$ cat src/rtl/apb_slave_pkg.sv
// Shared types and helpers for the APB register slave.
// Holds the protocol state encoding and the transfer error rule.
package apb_slave_pkg;

    typedef enum logic {
        StIdle,
        StAccess
    } state_e;

    localparam int unsigned REG_ID_IDX = 0;

    // Misaligned, out-of-range, or a write to the read-only ID register.
    function automatic logic calc_err(input logic [1:0]  addr_lo,
                                      input int unsigned idx,
                                      input logic        write,
                                      input int unsigned num_regs);
        return (addr_lo != 2'b00) || (idx >= num_regs) || (write && (idx == REG_ID_IDX));
    endfunction

endpackage

$ cat src/rtl/apb_slave_regs_if.sv
// APB bus bundle between a master and the register slave.
interface apb_slave_regs_if #(
    parameter int unsigned ADDR_W = 8,
    parameter int unsigned DATA_W = 32
);
    logic                  PSEL;
    logic                  PENABLE;
    logic                  PWRITE;
    logic [ADDR_W-1:0]     PADDR;
    logic [DATA_W-1:0]     PWDATA;
    logic [DATA_W/8-1:0]   PSTRB;
    logic [DATA_W-1:0]     PRDATA;
    logic                  PREADY;
    logic                  PSLVERR;

    modport master (
        output PSEL, PENABLE, PWRITE, PADDR, PWDATA, PSTRB,
        input  PRDATA, PREADY, PSLVERR
    );

    modport slave (
        input  PSEL, PENABLE, PWRITE, PADDR, PWDATA, PSTRB,
        output PRDATA, PREADY, PSLVERR
    );
endinterface

$ cat src/rtl/apb_wait_counter.sv
// Wait-state down-counter: loads on setup, decrements in access, saturates at zero.
module apb_wait_counter #(
    parameter int unsigned WAIT_W = 4
) (
    input  logic              clk_i,
    input  logic              rst_ni,
    input  logic              load_i,
    input  logic [WAIT_W-1:0] load_val_i,
    input  logic              dec_i,
    output logic [WAIT_W-1:0] cnt_o,
    output logic              zero_o
);

    logic [WAIT_W-1:0] cnt_d, cnt_q;

    always_comb begin
        cnt_d = cnt_q;
        if (load_i) begin
            cnt_d = load_val_i;
        end else if (dec_i && (cnt_q != '0)) begin
            cnt_d = cnt_q - WAIT_W'(1);
        end
    end

    always_ff @(posedge clk_i) begin
        if (!rst_ni) begin
            cnt_q <= '0;
        end else begin
            cnt_q <= cnt_d;
        end
    end

    assign cnt_o  = cnt_q;
    assign zero_o = (cnt_q == '0);

endmodule

$ cat src/rtl/apb_slave_regs.sv
// APB slave endpoint: IDLE/ACCESS protocol FSM with programmable wait states,
// PSLVERR signalling and a byte-strobed register bank with a constant ID register.
module apb_slave_regs
    import apb_slave_pkg::*;
#(
    parameter int unsigned ADDR_W   = 8,
    parameter int unsigned DATA_W   = 32,
    parameter int unsigned NUM_REGS = 8,
    parameter int unsigned WAIT_W   = 4,
    parameter logic [31:0] ID_VALUE = 32'hA5B0_0001
) (
    input  logic                         PCLK,
    input  logic                         PRESETn,
    apb_slave_regs_if.slave              apb,
    input  logic [WAIT_W-1:0]            wait_cfg,
    output logic [NUM_REGS*DATA_W-1:0]   regs_o,
    output logic                         xfer_done
);

    localparam int unsigned StrbW = DATA_W / 8;

    state_e              state_d, state_q;
    logic [ADDR_W-1:0]   addr_d, addr_q;
    logic                write_d, write_q;
    logic [DATA_W-1:0]   wdata_d, wdata_q;
    logic [StrbW-1:0]    strb_d, strb_q;
    logic                xfer_done_d, xfer_done_q;
    logic [DATA_W-1:0]   bank_d [NUM_REGS];
    logic [DATA_W-1:0]   bank_q [NUM_REGS];

    logic                setup, access, in_access;
    logic                cnt_zero, pready, err;
    logic [WAIT_W-1:0]   cnt_unused;
    int unsigned         idx;
    logic [DATA_W-1:0]   id_val, rdata;

    assign id_val    = DATA_W'(ID_VALUE);
    assign setup     = apb.PSEL & ~apb.PENABLE;
    assign access    = apb.PSEL & apb.PENABLE;
    assign in_access = (state_q == StAccess);
    assign idx       = 32'(addr_q[ADDR_W-1:2]);
    assign err       = calc_err(addr_q[1:0], idx, write_q, NUM_REGS);
    assign pready    = in_access & access & cnt_zero;

    // Any setup phase reloads, whether from IDLE or a re-setup inside ACCESS.
    apb_wait_counter #(
        .WAIT_W (WAIT_W)
    ) u_wait_counter (
        .clk_i      (PCLK),
        .rst_ni     (PRESETn),
        .load_i     (setup),
        .load_val_i (wait_cfg),
        .dec_i      (in_access & access),
        .cnt_o      (cnt_unused),
        .zero_o     (cnt_zero)
    );

    always_comb begin
        state_d     = state_q;
        addr_d      = addr_q;
        write_d     = write_q;
        wdata_d     = wdata_q;
        strb_d      = strb_q;
        xfer_done_d = pready;

        if (setup) begin
            addr_d  = apb.PADDR;
            write_d = apb.PWRITE;
            wdata_d = apb.PWDATA;
            strb_d  = apb.PSTRB;
        end

        unique case (state_q)
            StIdle: begin
                if (setup) state_d = StAccess;
            end
            StAccess: begin
                if (!apb.PSEL) begin
                    state_d = StIdle;
                end else if (setup) begin
                    state_d = StAccess;
                end else if (cnt_zero) begin
                    state_d = StIdle;
                end
            end
            default: state_d = StIdle;
        endcase
    end

    always_comb begin
        bank_d = bank_q;
        if (pready && write_q && !err) begin
            for (int unsigned i = 1; i < NUM_REGS; i++) begin
                if (idx == i) begin
                    for (int unsigned b = 0; b < StrbW; b++) begin
                        if (strb_q[b]) bank_d[i][8*b +: 8] = wdata_q[8*b +: 8];
                    end
                end
            end
        end
    end

    always_comb begin
        rdata = '0;
        if (pready && !write_q && !err) begin
            if (idx == REG_ID_IDX) begin
                rdata = id_val;
            end else begin
                for (int unsigned i = 1; i < NUM_REGS; i++) begin
                    if (idx == i) rdata = bank_q[i];
                end
            end
        end
    end

    always_comb begin
        regs_o = '0;
        for (int unsigned i = 0; i < NUM_REGS; i++) begin
            regs_o[i*DATA_W +: DATA_W] = (i == REG_ID_IDX) ? id_val : bank_q[i];
        end
    end

    always_ff @(posedge PCLK) begin
        if (!PRESETn) begin
            state_q     <= StIdle;
            addr_q      <= '0;
            write_q     <= 1'b0;
            wdata_q     <= '0;
            strb_q      <= '0;
            xfer_done_q <= 1'b0;
            bank_q      <= '{default: '0};
        end else begin
            state_q     <= state_d;
            addr_q      <= addr_d;
            write_q     <= write_d;
            wdata_q     <= wdata_d;
            strb_q      <= strb_d;
            xfer_done_q <= xfer_done_d;
            bank_q      <= bank_d;
        end
    end

    assign apb.PRDATA  = rdata;
    assign apb.PREADY  = pready;
    assign apb.PSLVERR = pready & err;
    assign xfer_done   = xfer_done_q;

endmodule

$ cat src/flat_wrapper.sv
// flat-port wrapper written by rule: the top's interface ports become plain ports
module apb_slave_regs_flat import apb_slave_pkg::*;
#(
    parameter int unsigned ADDR_W   = 8,
    parameter int unsigned DATA_W   = 32,
    parameter int unsigned NUM_REGS = 8,
    parameter int unsigned WAIT_W   = 4,
    parameter logic [31:0] ID_VALUE = 32'hA5B0_0001
)
  (PCLK, PRESETn, wait_cfg, regs_o, xfer_done, apb_PSEL, apb_PENABLE, apb_PWRITE, apb_PADDR, apb_PWDATA, apb_PSTRB, apb_PRDATA, apb_PREADY, apb_PSLVERR);
  apb_slave_regs_if #(.ADDR_W(ADDR_W), .DATA_W(DATA_W)) apb_i ();
  input  logic PCLK;
  input  logic PRESETn;
  input  logic [WAIT_W-1:0] wait_cfg;
  output logic [NUM_REGS*DATA_W-1:0] regs_o;
  output logic xfer_done;
  input wire logic [$bits(apb_i.PSEL)-1:0] apb_PSEL;
  input wire logic [$bits(apb_i.PENABLE)-1:0] apb_PENABLE;
  input wire logic [$bits(apb_i.PWRITE)-1:0] apb_PWRITE;
  input wire logic [$bits(apb_i.PADDR)-1:0] apb_PADDR;
  input wire logic [$bits(apb_i.PWDATA)-1:0] apb_PWDATA;
  input wire logic [$bits(apb_i.PSTRB)-1:0] apb_PSTRB;
  output wire logic [$bits(apb_i.PRDATA)-1:0] apb_PRDATA;
  output wire logic [$bits(apb_i.PREADY)-1:0] apb_PREADY;
  output wire logic [$bits(apb_i.PSLVERR)-1:0] apb_PSLVERR;
  assign apb_i.PSEL = apb_PSEL;
  assign apb_i.PENABLE = apb_PENABLE;
  assign apb_i.PWRITE = apb_PWRITE;
  assign apb_i.PADDR = apb_PADDR;
  assign apb_i.PWDATA = apb_PWDATA;
  assign apb_i.PSTRB = apb_PSTRB;
  assign apb_PRDATA = apb_i.PRDATA;
  assign apb_PREADY = apb_i.PREADY;
  assign apb_PSLVERR = apb_i.PSLVERR;
  apb_slave_regs #(.ADDR_W(ADDR_W), .DATA_W(DATA_W), .NUM_REGS(NUM_REGS), .WAIT_W(WAIT_W), .ID_VALUE(ID_VALUE)) u_core (.PCLK(PCLK), .PRESETn(PRESETn), .apb(apb_i), .wait_cfg(wait_cfg), .regs_o(regs_o), .xfer_done(xfer_done));
endmodule
$ cat config.mk
export PLATFORM = sky130hd
export DESIGN_NAME = apb_slave_regs_flat
export DESIGN_NICKNAME = d
export VERILOG_FILES = /design/src/rtl/apb_slave_pkg.sv /design/src/rtl/apb_slave_regs_if.sv /design/src/rtl/apb_wait_counter.sv /design/src/rtl/apb_slave_regs.sv /design/src/flat_wrapper.sv
export SDC_FILE = /design/constraint.sdc
export NUM_CORES = 1
export LEC_CHECK = 0
export ABC_CLOCK_PERIOD_IN_PS = 4970
export CAP_MARGIN = 20
export CORE_AREA = 2 2 140 211
export DETAILED_ROUTE_END_ITERATION = 16
export DIE_AREA = 0 0 142 213
export PLACE_DENSITY = 0.73
export SYNTH_ARGS = -nofsm -noshare
export SYNTH_HDL_FRONTEND = slang
export SYNTH_SLANG_ARGS = --single-unit
$ cat constraint.sdc
create_clock -name PCLK -period 4.97 [get_ports PCLK]
set_input_delay 0.994 -clock PCLK [delete_from_list [all_inputs] [get_ports PCLK]]
set_output_delay 0.994 -clock PCLK [all_outputs]
set_load 0.05 [all_outputs]
Word-level counts from Yosys, hierarchy flattened

Index checks and enable logic that the tools add are counted.

Flip-flop bits (word level): 275
Output and inout port bits: 291

$add $sub $neg: 1
Order comparisons: 1
Equality and inequality tests: 7
Mux-type cells: 16
Bitwise logic cells: 7
Reduce and logical (&&, ||, !) cells: 43

Operators by type and width:

| operator                                                                            | count |
|---|---|
| 32-bit 2-to-1 mux                                                                   | 9 |
| 3-bit AND reduction                                                                 | 28 |
| 32-bit logical NOT                                                                  | 1 |
| 6-bit by 3-bit equality test with 1-bit output, second input constant               | 4 |
| 6-bit by 2-bit equality test with 1-bit output, second input constant               | 2 |
| 4-bit 2-to-1 mux                                                                    | 2 |
| 6-bit by 1-bit equality test with 1-bit output, second input constant               | 1 |
| 6-bit by 4-bit greater-or-equal comparator with 1-bit output, second input constant | 1 |
| 1-bit logical AND                                                                   | 6 |
| 1-bit AND                                                                           | 5 |
| 4-bit logical NOT                                                                   | 1 |
| 1-bit 2-to-1 mux                                                                    | 4 |
| 2-bit nonzero test                                                                  | 2 |
| 4-bit nonzero test                                                                  | 1 |
| 4-bit by 1-bit subtractor with 4-bit output, second input constant                  | 1 |
| 1-bit logical NOT                                                                   | 2 |
| 1-bit logical OR                                                                    | 2 |
| 1-bit NOT                                                                           | 2 |
| 1-bit case mux with 2 select lines                                                  | 1 |

Depth between registers and ports, before layout

Depth in word-level cells: 10
Depth in mapped cells: 10

By module

A second synthesis with hierarchy kept.

Cell total of the unflattened synthesis: 1413
Area total of the unflattened synthesis: 12360.6 um^2

By module, submodules not included:

| module           | times used | cells an instance | area an instance (um^2) | sequential area each (um^2) |
|---|---|---|---|---|
| apb_slave_regs   | 1          | 1382              | 12104.1                 | 5425.2 |
| apb_wait_counter | 1          | 31                | 256.5                   | 80.1 |

Least setup slack after synthesis

Ideal clock, no wire load.

Path type: input to output
From: in apb_PENABLE
To: out apb_PRDATA[10]
Arrival: 3350 ps
Data required time: 3976 ps
Setup slack: 626 ps
Cell stages on the path: 7
Path buffers: 3
Path through: nand3_1 -> nand4bb_4 -> buf_6 -> or2_0 -> clkbuf_1 -> clkbuf_1 -> a311oi_1

Longest elaborated chain between the ends: 6

RTL lines:

| item                            | RTL line              | RTL |
|---|---|---|
| start, declared                 | flat_wrapper.sv:18    | `input wire logic [$bits(apb_i.PENABLE)-1:0] apb_PENABLE;` |
| 1-bit AND                       | apb_slave_regs.sv:39  | `assign access = apb.PSEL & apb.PENABLE;` |
| 1-bit AND (2 in series)         | apb_slave_regs.sv:43  | `assign pready = in_access & access & cnt_zero;` |
| 1-bit logical AND (2 in series) | apb_slave_regs.sv:105 | `if (pready && !write_q && !err) begin` |
| 32-bit 2-to-1 mux               | apb_slave_regs.sv:105 |  |
| end, declared                   | flat_wrapper.sv:23    | `output wire logic [$bits(apb_i.PRDATA)-1:0] apb_PRDATA;` |

No other way between the ends.

Final worst setup path

From: reg u_core.addr_q[2]
To: out apb_PRDATA[20]

Longest elaborated chain between the ends: 10

RTL lines:

| item                                           | RTL line              | RTL |
|---|---|---|
| start, declared                                | apb_slave_regs.sv:23  | `logic [ADDR_W-1:0] addr_d, addr_q;` |
| start signal, assigned                         | apb_slave_regs.sv:134 | `addr_q <= addr_d;` |
| 6-bit by 1-bit equality test with 1-bit output | apb_slave_regs.sv:110 | `if (idx == i) rdata = bank_q[i];` |
| 32-bit 2-to-1 mux (7 in series)                | apb_slave_regs.sv:110 |  |
| 32-bit 2-to-1 mux                              | apb_slave_regs.sv:106 | `if (idx == REG_ID_IDX) begin` |
| 32-bit 2-to-1 mux (*)                          | apb_slave_regs.sv:105 |  |

Mark *: on every way between the ends. The rest lies on a longest branch, timed or not.

==> run_results.csv <==
group,metric,value,unit
placement,placement.cell_area,16100,um^2
pwr,power.switching,0.00110,W
setup_path,timing.critical_path.depth,7,
timing,relative_slew_slack,26.8,%
logic_synthesis,yosys_register_bits,275,
logic_synthesis,synth_async_sr_flop_share,0,%
min_path,hold_path_depth,2,
placement,dp_hpwl,30500,um
global_route,first_global_vias,10800,
routing,avgRoutedWirePerCell,22.1,um
timing,timing.setup.tns,0,ns
timing,min_period_over_period,95.4,%
global_route,global_routing_s_busiest_layer,"met2",
setup_path,cp_max_fo,37,
floorplan,fp-row-count,76,
global_route,met1_usage,32.3,%
global_route,gr-usage-all-layers,28.0,%
logic_synthesis,synthDominantCellAreaShare,43.5,%
floorplan,initial_util,44.5,%
setup_path,cp_slowest_cell,"and4_2",
cts,clkLatencyLatePin,0.54,ns
min_path,timing.hold.worst.class,"register to register",
timing,holdWs,0.455,ns
timing,clock_skew,0.0163,ns
timing,finalMaxSlewViolations,0,
timing,finalHoldViolations,0,
layout,fin_area,17000,um^2
layout,area_growth,34.7,%
pwr,static-leakage-power,6.97,nW
routing,ant_nets,0,
logic_synthesis,edff_count_synth,0,
logic_synthesis,netlist_top_cells_area,"dfxtp_1 44%, mux2i_1 15%, nor2b_1 11%",
timing,tightest_slew,1.10,ns
layout,share_of_final_layout_standard_cells_stronger_than_drive_strength_1,7.30,%
setup_path,worstRegToRegCells,5,
setup_path,endpoint_kind,"output pin",
floorplan,io_pins,344,
layout,fin_cells,1983,
layout,num-nets-final,1667,
run_status,outcome,"finished clean",
pwr,power.share.switching,23.8,%
logic_synthesis,ys_types,48,
pwr,power_density,272,nW/um^2
logic_synthesis,postSynthCellCount,1375,
logic_synthesis,synth.yosys.warnings,0,
setup_path,worstSetupPathType,"register to output pin",
cts,clock_tree.htree_level_count,1,
cts,clock_tree.buffer_depth,3,
layout,filler_cell_count,2397,
global_route,grt_start_max_net_pins,167,
timing,grt_setup_unrepaired,"no",
setup_path,worstSetupStartpointType,"register",
cts,cts_made_buffers,27,
setup_path,critPathMaxStageDelay,1.02,ns
routing,detailedRoute.firstPassIterationCount,5,
global_route,number_of_antenna_violations_at_the_first_check_in_global_routing,1,
floorplan,floorplan.die.width,142,um
pwr,ir_drop,288,uV
cts,cts_sinks,275,
floorplan,floorplan_die_area,30200,um^2
global_route,use_met3,3.99,%
setup_path,crit_chain,"nor2b_1, and4_2, nor2_1, buf_4, o21ai_0, o22ai_1, buf_12",
cts,ctsRootBufferMaster,"clkbuf_16",
placement,port_buffers,311,
setup_path,timing.critical_path.buf_inv,2,
routing,routed_wl,43800,um
run,maxCapViolations,0,
setup_path,cp_data_required_time,3.98,ns
pwr,p_seq_share,49.0,%
pwr,p_comb_share,6.6,%
global_route,global_route.usage.met2,51.0,%
pwr,internal_power,0.00352,W
logic_synthesis,synth-main-ff-cell,"dfxtp_1",
routing,route.detailed.vias_per_inst,5.62,
routing,dr_total_vias,11100,
cts,clkTransAtPathRegs,0.06,ns
timing,maxClockFrequency,211,MHz
routing,detail_route.iter0.violations,731,
logic_synthesis,synthDominantAreaCellType,"dfxtp_1",
placement,place_ws,0.494,ns
global_route,global_route_wire_length_before_repair,64700,um
placement,place.gp.congestion,0.893,
global_route,globalRouteOverflowTotal,0,
timing,report.final.setup_viol,0,
cts,cts_tree,"yes",
logic_synthesis,share_of_the_yosys_chip_area_belonging_to_registers,43.5,%
cts,cts.repair_timing.setup_buffer_count,0,
floorplan,die_y,213,um
timing,min_period,4.74,ns
cts,ctsResizeCount,0,
setup_path,worst-endpoint-arrival,3.75,ns
timing,setup_slack,0.228,ns
floorplan,core_area,28400,um^2
pwr,p_clk_share,44.5,%
placement,place.detailed.instances,1935,
logic_synthesis,synth_area_per_cell,9.20,um^2
logic_synthesis,combined_area_of_all_synthesized_cells,12600,um^2
cts,cts_hold_buf,0,
setup_path,worst_path_dominant_cell_family,"simple AND/OR/NAND/NOR gates",
routing,drcViolationCount,0,
==> synth_stat cells (2+ instances only) <==
cell / n
dfxtp_1: 275
nor2b_1: 218
mux2i_1: 192
nand2_1: 132
clkbuf_1: 109
nand3_1: 61
a21oi_1: 57
a22oi_1: 48
a21boi_1: 47
buf_4: 32
o21ai_1: 32
a311oi_1: 23
nor2_1: 23
o22a_1: 23
o21ai_0: 10
a221oi_1: 8
a2bb2oi_1: 8
buf_1: 8
nor3_2: 8
o22ai_1: 8
o31a_1: 8
buf_2: 7
nand2b_1: 3
and2_1: 2
and3_1: 2
and4_1: 2
buf_6: 2
conb_1: 2
inv_1: 2
nor3_1: 2
or2_1: 2
or4b_1: 2
xor2_1: 2
==> cells by family (layout without fill, tap and decap cells) <==
family | count (synthesis) | after routing | share of synthesized area, %
buffers and inverters | 160 | 386 | 5.89
DFF | 275 | 275 | 43.5
AOI/OAI and AO/OA | 276 | 276 | 15.0
muxes | 192 | 192 | 15.2
and+or+nand+nor | 466 | 466 | 20.0
xor gates and xnor gates | 3 | 3 | 0.208
adders and majority gates | 1 | 1 | 0.0989
other | 2 | 33 | 0.0594
==> per-layer routing <==
| metal | wire (um) | up-vias |
|---|---|---|
| met5 | 0 | - |
| met2 | 22700 | 475 |
| li1 | - | 5204 |
| met4 | 1930 | 0 |
| met1 | 16600 | 5350 |
| met3 | 2590 | 107 |
==> registers in the layout (all words and copies together) (netlist names) <==
signal and cells:
u_core.u_wait_counter.cnt_o 4, u_core.wdata_q 32, u_core.in_access 1, u_core.addr_q 8
u_core.xfer_done 1, u_core.regs_o 224, u_core.strb_q 4, u_core.write_q 1
==> area by class of cell <==
class                      count  area [um^2]  area share, %
sequential                   275         5510           32.3
antenna                        1         2.50         0.0147
tap                          351          439           2.58
inverter                       2         7.51         0.0441
clock inverter                11          116          0.683
clock buffer                  36          769           4.52
multi-input combinational    970         6550           38.4
timing repair buffer         337         3640           21.4
==> layout by cell type (no fill, tap or decap), types with 5 or more instances in the layout <==
cell type        count
nand2_1            132
nor3_2               5
o31a_1               8
mux2i_1            192
nand3_1             61
clkdlybuf4s50_1    278
clkinv_2             5
o22a_1              23
a2bb2oi_1            8
nor2_1              23
a221oi_1             8
a311oi_1            23
o21ai_1             32
buf_12              33
a22oi_1             48
o21ai_0             10
clkbuf_8             6
buf_4               25
conb_1              32
nor2b_1            217
a21oi_1             57
a21boi_1            47
o22ai_1              8
clkbuf_16           27
dfxtp_1            274
==> power groups by stage <==
stage | clock, W | sequential (W) | combinational, W
6_report | 0.00206 | 0.00227 | 0.000303
3_5_place_dp | 0 | 0.00231 | 0.000300
2_1_floorplan | 0 | 0.00228 | 0.000251
5_1_grt | 0.00217 | 0.00227 | 0.000324
3_3_place_gp | 0 | 0.00231 | 0.000297
4_1_cts | 0.00209 | 0.00226 | 0.000301
==> path summary, 6_finish.rpt <==
| kind | from | end | slack [ns] |
|---|---|---|---|
| max reg2reg | u_core.addr_q[2] | u_core.regs_o[247] | 1.30 |
| min | u_core.strb_q[0] | u_core.strb_q[0] | 0.46 |
| min reg2reg | u_core.strb_q[0] | u_core.strb_q[0] | 0.46 |
| max | u_core.addr_q[2] | apb_PRDATA[20] | 0.23 |
==> metrics by stage <==
stage	util [%]	total power, W
floorplan	-	0.00253
global placement	56.8	0.00261
detailed placement	56.8	0.00261
CTS	59.9	0.00465
global route	59.9	0.00476
finish	59.9	0.00462
==> worst register-to-register path, stage by stage (launching register included) <==
cell     delay (ns)
dfxtp_2        0.93
nor2b_1        0.30
and4_2         1.02
nand3_1        0.88
mux2i_1        0.37
nor2b_1        0.07
No activity file was read; power rests on OpenSTA's default activity.
